**src/rtl/mem_port_arbiter.sv**
```systemverilog
// mem_port_arbiter: arbitrates between an instruction-fetch port and a data
// port for one shared single-outstanding memory port. Data wins by default.
// A streak counter stops a continuous data stream from starving fetch.
module mem_port_arbiter #(
  parameter int ADDR_W          = 32,
  parameter int MAX_DATA_STREAK = 4
) (
  input  logic              clk,
  input  logic              reset,
  // fetch port
  input  logic              if_req,
  input  logic [ADDR_W-1:0] if_addr,
  output logic              if_ack,
  output logic [31:0]       if_rdata,
  // data port
  input  logic              d_req,
  input  logic              d_we,
  input  logic [ADDR_W-1:0] d_addr,
  input  logic [31:0]       d_wdata,
  input  logic [3:0]        d_be,
  output logic              d_ack,
  output logic [31:0]       d_rdata,
  // shared memory port
  output logic              mem_req,
  output logic              mem_we,
  output logic [ADDR_W-1:0] mem_addr,
  output logic [31:0]       mem_wdata,
  output logic [3:0]        mem_be,
  input  logic              mem_ack,
  input  logic [31:0]       mem_rdata,
  output logic              proto_err
);

  typedef enum logic [2:0] {
    IDLE,
    BUSY_I,
    BUSY_D,
    RESP_I,
    RESP_D
  } state_t;

  localparam logic [3:0] STREAK_MAX = 4'(MAX_DATA_STREAK);

  state_t            r_state;
  state_t            w_next_state;
  logic              w_grant_i;
  logic              w_grant_d;
  logic              w_busy;
  logic [3:0]        r_streak;
  logic              r_mem_we;
  logic [ADDR_W-1:0] r_mem_addr;
  logic [31:0]       r_mem_wdata;
  logic [3:0]        r_mem_be;
  logic [31:0]       r_if_rdata;
  logic [31:0]       r_d_rdata;
  logic              r_proto_err;

  // State register.
  always_ff @(posedge clk) begin
    // NOTE: clocked state always uses non-blocking assignments so every
    // register samples pre-edge values regardless of block ordering.
    if (reset) r_state <= IDLE;
    else       r_state <= w_next_state;
  end

  // Next-state and grant decision; grants happen only from IDLE.
  always_comb begin
    // NOTE: every output of this block gets a default first, so no path
    // leaves a signal unassigned and no latch is inferred.
    w_next_state = r_state;
    w_grant_i    = 1'b0;
    w_grant_d    = 1'b0;
    unique case (r_state)
      IDLE: begin
        if (d_req && !(if_req && (r_streak == STREAK_MAX))) begin
          w_grant_d    = 1'b1;
          w_next_state = BUSY_D;
        end else if (if_req) begin
          w_grant_i    = 1'b1;
          w_next_state = BUSY_I;
        end
      end
      BUSY_I:  if (mem_ack) w_next_state = RESP_I;
      BUSY_D:  if (mem_ack) w_next_state = RESP_D;
      RESP_I:  w_next_state = IDLE;
      RESP_D:  w_next_state = IDLE;
      default: w_next_state = IDLE;
    endcase
  end

  assign w_busy = (r_state == BUSY_I) || (r_state == BUSY_D);

  // Latch the granted request; held untouched until the next grant.
  always_ff @(posedge clk) begin
    if (reset) begin
      r_mem_we    <= 1'b0;
      r_mem_addr  <= '0;
      r_mem_wdata <= '0;
      r_mem_be    <= 4'h0;
    end else if (w_grant_d) begin
      r_mem_we    <= d_we;
      r_mem_addr  <= d_addr;
      r_mem_wdata <= d_wdata;
      r_mem_be    <= d_be;
    end else if (w_grant_i) begin
      r_mem_we    <= 1'b0;
      r_mem_addr  <= if_addr;
      r_mem_wdata <= '0;
      r_mem_be    <= 4'hF;
    end
  end

  // Capture read data for the port that owns the outstanding access.
  always_ff @(posedge clk) begin
    if (reset) begin
      r_if_rdata <= '0;
      r_d_rdata  <= '0;
    end else if (mem_ack) begin
      if (r_state == BUSY_I) r_if_rdata <= mem_rdata;
      if (r_state == BUSY_D) r_d_rdata  <= mem_rdata;
    end
  end

  // Count consecutive data grants taken while fetch was waiting.
  always_ff @(posedge clk) begin
    if (reset) begin
      r_streak <= 4'd0;
    end else if (w_grant_d) begin
      if (!if_req)                     r_streak <= 4'd0;
      else if (r_streak != STREAK_MAX) r_streak <= r_streak + 4'd1;
    end else if (w_grant_i) begin
      r_streak <= 4'd0;
    end
  end

  // Sticky flag: memory acknowledged while nothing was outstanding.
  always_ff @(posedge clk) begin
    if (reset)                 r_proto_err <= 1'b0;
    else if (mem_ack && !w_busy) r_proto_err <= 1'b1;
  end

  assign mem_req   = w_busy;
  assign mem_we    = r_mem_we;
  assign mem_addr  = r_mem_addr;
  assign mem_wdata = r_mem_wdata;
  assign mem_be    = r_mem_be;
  assign if_ack    = (r_state == RESP_I);
  assign d_ack     = (r_state == RESP_D);
  assign if_rdata  = r_if_rdata;
  assign d_rdata   = r_d_rdata;
  assign proto_err = r_proto_err;

endmodule
```
**config.mk**
```make
export PLATFORM = sky130hd
export DESIGN_NAME = mem_port_arbiter
export DESIGN_NICKNAME = d
export VERILOG_FILES = /design/src/rtl/mem_port_arbiter.sv
export SDC_FILE = /design/constraint.sdc
export NUM_CORES = 1
export LEC_CHECK = 0
export ABC_AREA = 1
export CAP_MARGIN = 20
export CELL_PAD_IN_SITES_DETAIL_PLACEMENT = 1
export CELL_PAD_IN_SITES_GLOBAL_PLACEMENT = 1
export CORE_UTILIZATION = 30
export DETAILED_ROUTE_END_ITERATION = 6
export MAX_ROUTING_LAYER = met4
export PLACE_DENSITY_LB_ADDON = 0.1
export SLEW_MARGIN = 0
export SYNTH_ARGS = -nofsm -noshare
export SYNTH_HDL_FRONTEND = slang
export SYNTH_SLANG_ARGS = --single-unit
```
**constraint.sdc**
```tcl
create_clock -name clk -period 4.5 [get_ports clk]
set_clock_uncertainty 0.05 [all_clocks]
set_input_delay 0.675 -clock clk [delete_from_list [all_inputs] [get_ports clk]]
set_output_delay 0.675 -clock clk [all_outputs]
set_load 0.05 [all_outputs]
```
==> impl_metrics.toml <==
[status]
status = "completed"

[floorplan]
rows = 50
die_y_um = 140
die_w_um = 140
ios = 275
initial_core_util_pct = 30.7
fp.coreArea_mm2 = 0.0188
die-area_mm2 = 0.0197

[timing]
setup_viol = 0
maxSlewHeadroom_pct = 42.9
min_period_ns = 2.72
maxSlewViolCount = 0
hold_viol = 0
grt_setup_unrepaired = "no"
fin_tns_setup_ns = 0
fmax_mhz = 367
fin_ws_ns = 1.78
post-route-period-util_pct = 60.5
worstMarginPinSlew_ns = 0.854

[global_route]
antenna_found_initial = 0
track_usage_pct = 20.8
overflow = 0
grt_pass1_vias = 6096
grt_pass1_wl_mm = 31.4
grt_max_degree = 63

[routing]
routedWlPerCell_um = 15.1
viasPerCell = 4.60
drc_errors = 0
initialDrtViolationCount = 197
drt-pass1-iter-count = 4
drtAntennaViolNets = 0
routed_wl_mm = 19.4
vias = 5899

[cts]
clk_pin_slew_ns = 0.06
numCtsBuffers = 17
cts_resized = 0
clockBufferDepth = 2
clkLatencyLatePin_ns = 0.42
tritoncts = "built"
clkSinkCount = 141
postCtsSetupRepairBufs = 0
cts-htree-levels = 4
holdBufCountCts = 0
cts_root_buffer = "clkbuf_16"

[logic_synthesis]
muxShareOfSynthArea_pct = 0
synth_nets = 926
synth-xor-area-share_pct = 0.152
ys_async_sr_fraction_pct = 0
synth_seq_cells = 141
synth_edf_count = 0
synth_top_cell_by_area = "dfxtp_1"
yosysSeqAreaShare_pct = 49.1
yosys.area_share.adder_pct = 0.435
ys.flop_type = "dfxtp_1"
synth-simple-area-share_pct = 27.7
synth_top_area_share_pct = 49.1
ys_top_cells_by_area = "dfxtp_1, nand2_1, nor2_1, a21oi_1, a21oi_2"
yosys_warnings = 0
yosysUniqueCellTypes = 29
synth_top_family_by_area = "simple AND/OR/NAND/NOR gates"
syn_inst = 786
avgSynthCellArea_um2 = 7.32
netlist_area_mm2 = 0.00575
synth_compound_area_share_pct = 14.5

[critical_path]
reg2reg_depth = 9
r2r-end = "mem_addr[3]"
crit_fanout = 5
startpoint = "r_state[1]"
r2r_slack_ns = 2.26
critical_path_class = "flop to primary output"
r2r_start = "r_streak[0]"
required_ns = 3.77
critPathArrivalTime_ns = 2.00
cp-end-kind = "primary output"
crit_path_end = "mem_req"
cp-start-kind = "flop"

[final_layout]
drive_gt1_share_pct = 8.40
fin_nets = 1175
seqCellArea_mm2 = 0.00282
antenna_cells = 0
final_common_cell = "clkdlybuf4s50_1"
area_delta_synth_final_pct = 58.9
multiInputGateArea_mm2 = 0.00246
final_cell_mix = "clkdlybuf4s50_1, nand2_1, nor2_1, dfxtp_1, a21oi_1"
fill_cells = 2296
instances_no_fill = 1281

[pwr]
irDropWorstVdd_mv = 0.254
p_total_uw = 5120
power_density_mw_per_mm2 = 560
p_leak_uw = 0.00356

[hold_path]
holdCritPathClass = "flop to flop"

[placement]
port_buffers = 274
gp_congestion = 0.736
dpl.hpwl_mm = 13.1
post-place-ws_ns = 1.66
post-place-cells = 1250

[run]
maxCapViolCount = 0
## power by group
group	internal (uW)	leakage [uW]	switching (uW)
sequential	1460	0.00115	107
combinational	682	0.00213	1450
clock	826	0.000283	594
total	2970	0.00356	2150
## layer usage
metal | GRT usage [%] | part of all wire [%] | vias up | routed length [um]
met2 | 35.2 | 48 | 165 | 9310
met3 | 5.91 | 6.6 | 19 | 1270
met5 | - | 0 | - | 0
met4 | 6.52 | 1.2 | 0 | 242
li1 | - | - | 2972 | -
met1 | 23.6 | 44 | 2743 | 8540
## through the flow
stage / utilization, % / cell area, um^2 / hold slack [ns]
finish: 48.7 / 9150 / 0.412
global placement: 45.6 / 8560 / 0.398
CTS: 48.7 / 9150 / 0.416
floorplan: - / 5750 / 0.417
global route: 48.7 / 9150 / 0.429
detailed placement: 45.6 / 8560 / 0.405
## kinds of logic after synthesis
group	count (synthesis)
buf+inv	99
xor+xnor	1
compound gates	143
fa+ha+maj	2
simple gates	400
flops	141
## synth_stat cells (2+ instances only)
| cell type | n |
|---|---|
| a21oi_1 | 73 |
| a21oi_2 | 31 |
| buf_1 | 5 |
| buf_2 | 22 |
| buf_4 | 5 |
| buf_6 | 5 |
| clkbuf_1 | 14 |
| dfxtp_1 | 141 |
| ha_1 | 2 |
| inv_1 | 36 |
| inv_2 | 10 |
| nand2_1 | 181 |
| nand3_1 | 35 |
| nand4_1 | 2 |
| nor2_1 | 174 |
| nor3_1 | 2 |
| o21ai_0 | 25 |
| o21ai_1 | 12 |
## worst max-delay path, stage by stage, from the launching register on
cell,delay (ns)
dfxtp_1,0.35
nor2_1,0.10
nand2_1,0.11
nand2_1,0.14
clkdlybuf4s50_1,0.88
## flip-flops by register name, summed over array words and instances (netlist names)
register / flops
mem_wdata: 32
mem_we: 1
r_state: 3
mem_be: 4
r_streak: 4
proto_err: 1
if_rdata: 32
mem_addr: 32
d_rdata: 32
## worst min-delay path by stage
stage | to | startpoint | cells after the start | slack [ns]
after floorplan | r_streak[3] | r_streak[3] | 2 | 0.42
after global placement | proto_err | proto_err | 1 | 0.40
final | mem_wdata[30] | mem_wdata[30] | 2 | 0.41
after detailed placement | if_rdata[3] | if_rdata[3] | 2 | 0.41
after CTS | mem_wdata[20] | mem_wdata[20] | 2 | 0.42
after global routing | mem_wdata[20] | mem_wdata[20] | 2 | 0.43
## cell type report
type                       instances  share of cell area (%)
clock buffer                      17                    4.65
clock inverter                    14                    1.76
inverter                          46                    1.89
multi-input combinational        546                    26.9
sequential                       141                    30.9
tap                              234                    3.20
timing repair buffer             283                    30.7
Note: power is estimated with default switching activity, not from simulation.
==> RTL change: new RTL, same flow settings <==
Encoding of `state_t`: now one-hot (5 bits for 5 states).
--- a/src/rtl/mem_port_arbiter.sv
+++ b/src/rtl/mem_port_arbiter.sv
@@ -32,10 +32,10 @@
 );
 
-  typedef enum logic [2:0] {
-    IDLE,
-    BUSY_I,
-    BUSY_D,
-    RESP_I,
-    RESP_D
+  typedef enum logic [4:0] {
+    IDLE   = 5'b00001,
+    BUSY_I = 5'b00010,
+    BUSY_D = 5'b00100,
+    RESP_I = 5'b01000,
+    RESP_D = 5'b10000
   } state_t;
 
Function: same outputs for any inputs over 4 cycles, from zero or initial values and one cycle with reset high; so few cycles prove little.
==> RTL change against the unedited design <==
Final area grew 2.9%. Sequential cell count grew 2. Critical path type unchanged. Die area grew 3.9%. Setup slack lost 0.45 ns. Wire length grew 6.9%. Synthesized area grew 4.0%. Largest cell class unchanged. Global-route usage is essentially flat. Count of clock-buffer cells in the layout grew 5. Hold slack lost 0.0021 ns.
Power is not compared: it rests on default switching activity, and its combinational part moved more than twofold at a synthesized area within 25%.
==> RTL change: results (changes against the unedited design) <==
power:
  max-vdd-ir-drop_v: 0.0002653
  p_seq_uw: 1400
  comb_power_share_pct: 26.0
routing:
  dr.pass1.iters: 4  # unchanged
  wl_met3_mm: 1.393  # +9.7%
  dr_wl_met2_mm: 9.815  # +5.5%
  wl_met1_mm: 9.110  # +6.6%
  viasPerCell: 4.501  # -2.3%
  drt_iter0_drc: 248  # +26%
  post-route-drc-count: 0  # unchanged
  wl_mm: 20.70  # +6.9%
  top_layer: "met4"
clock_tree:
  clockBufferDepth: 2  # unchanged
  ctsRootBufferMaster: "clkbuf_16"
  insertion_delay_ns: 0.42  # about the same
  cts_setup_buffers: 0  # unchanged
  cts_resized: 0  # unchanged
global_route:
  grt_pass1_wl_mm: 31.88  # +1.6%
  grt_use_met3_pct: 6.808  # +0.89 points
  antenna_found_initial: 1  # +1
  grt_usage_pct: 20.82  # +0.049 points
  grt_max_degree: 70  # +11%
  grt_pass1_vias: 6222  # +2.1%
  grtUsageMet2_pct: 33.89  # -1.3 points
  met1_usage_pct: 24.06  # +0.45 points
yosys:
  ys_async_sr_fraction_pct: 0  # unchanged
  syn_nets: 999  # +7.9%
  yosys-top-cells-area: "dfxtp_1 (48%), nand2_1 (19%), a21oi_1 (11%), inv_1 (6.6%), nand3_1 (6.0%)"
  ys_seq_area_share_pct: 47.84  # -1.2 points
  yosysWarningCount: 0  # unchanged
  synth_cell_types: 22  # -24%
  synthTopCellsByCount: "nand2_1 (305), dfxtp_1 (143), a21oi_1 (137), inv_1 (106), nand3_1 (72)"
setup_path:
  arrival_ns: 2.45  # +0.45 ns
  cp_max_fo: 34  # +29
  crit_start: "r_state[3]$_SDFFE_PP0P_"
  slowest_stage: "clkdlybuf4s50_1"
  crit_family: "buffers and inverters"
  rr_startpoint: "r_state[2]$_SDFFE_PP0P_"
  max_stage_delay_ns: 0.81  # -0.07 ns
cells_and_area:
  nets: 1247  # +6.1%
  drive_gt1_share_pct: 4.464  # -3.9 points
  fillers: 2437  # +6.1%
sta:
  worst_slew_pin_slew_ns: 0.8323  # -0.02175 ns
place:
  placed_cell_area_sq_mm: 0.008831  # +3.2%
  place.gp.congestion: 0.7785  # +5.8%
  dp_hpwl_mm: 13.80  # +5.7%
worst_hold_path:
  hold_class: "flop to flop"
  holdCritStartpoint: "d_rdata[4]$_SDFFE_PP0P_"
run_status:
  status: "completed"
RTL change: changes by cell type in the layout (fill, tap and decap cells not counted), sizes merged, moves of 2 or more:
cell | unedited run | this run
clkinvlp | 2 | 4
nor2 | 176 | 24
a21oi | 104 | 137
dfxtp | 141 | 143
nor3 | 2 | 0
nand3 | 37 | 72
nand2 | 183 | 307
inv | 51 | 110
o21ai | 37 | 7
clkbuf | 17 | 22
RTL change: kinds of logic after synthesis:
logic type	synth area share, %
buffers and inverters	11.71
and+or+nand+nor	27.66
xor gates and xnor gates	0.1464
adders and majority gates	0.4181
DFF	47.84
AOI/OAI and AO/OA	12.23
RTL change: worst paths after layout:
kind	cells after the start	slack (ns)	endpoint
setup / recovery	7	1.33	mem_req
hold / removal	2	0.41	d_rdata[4]$_SDFFE_PP0P_
setup reg to reg	9	2.23	d_rdata[5]$_SDFFE_PP0P_
hold reg to reg	2	0.41	d_rdata[4]$_SDFFE_PP0P_
RTL change: metrics by stage:
stage / hold slack, ns / worst slack (ns) / cells / util (%) / power [uW]
after detailed placement: 0.4049 / 1.648 / 1353 / 45.23 / 2417
after global placement: 0.3890 / 1.689 / 1353 / 45.23 / 2409
after floorplan: 0.3945 / 2.575 / 859 / - / 2053
after CTS: 0.4138 / 1.276 / 1385 / 48.19 / 3814
after global routing: 0.4346 / 1.133 / 1386 / 48.20 / 3941
final: 0.4100 / 1.326 / 1386 / 48.20 / 3758
RTL change: area by class of cell:
cell class / count / area (sq um) / share of cell area (%)
clock buffers: 22 / 474.2 / 5.039
well taps: 265 / 331.6 / 3.523
repair buffers: 283 / 2803 / 29.78
inverters: 110 / 412.9 / 4.387
diodes: 1 / 2.502 / 0.02659
clock inverters: 10 / 103.9 / 1.103
flip-flops and latches: 143 / 2863 / 30.42
multi-input cells: 552 / 2421 / 25.72
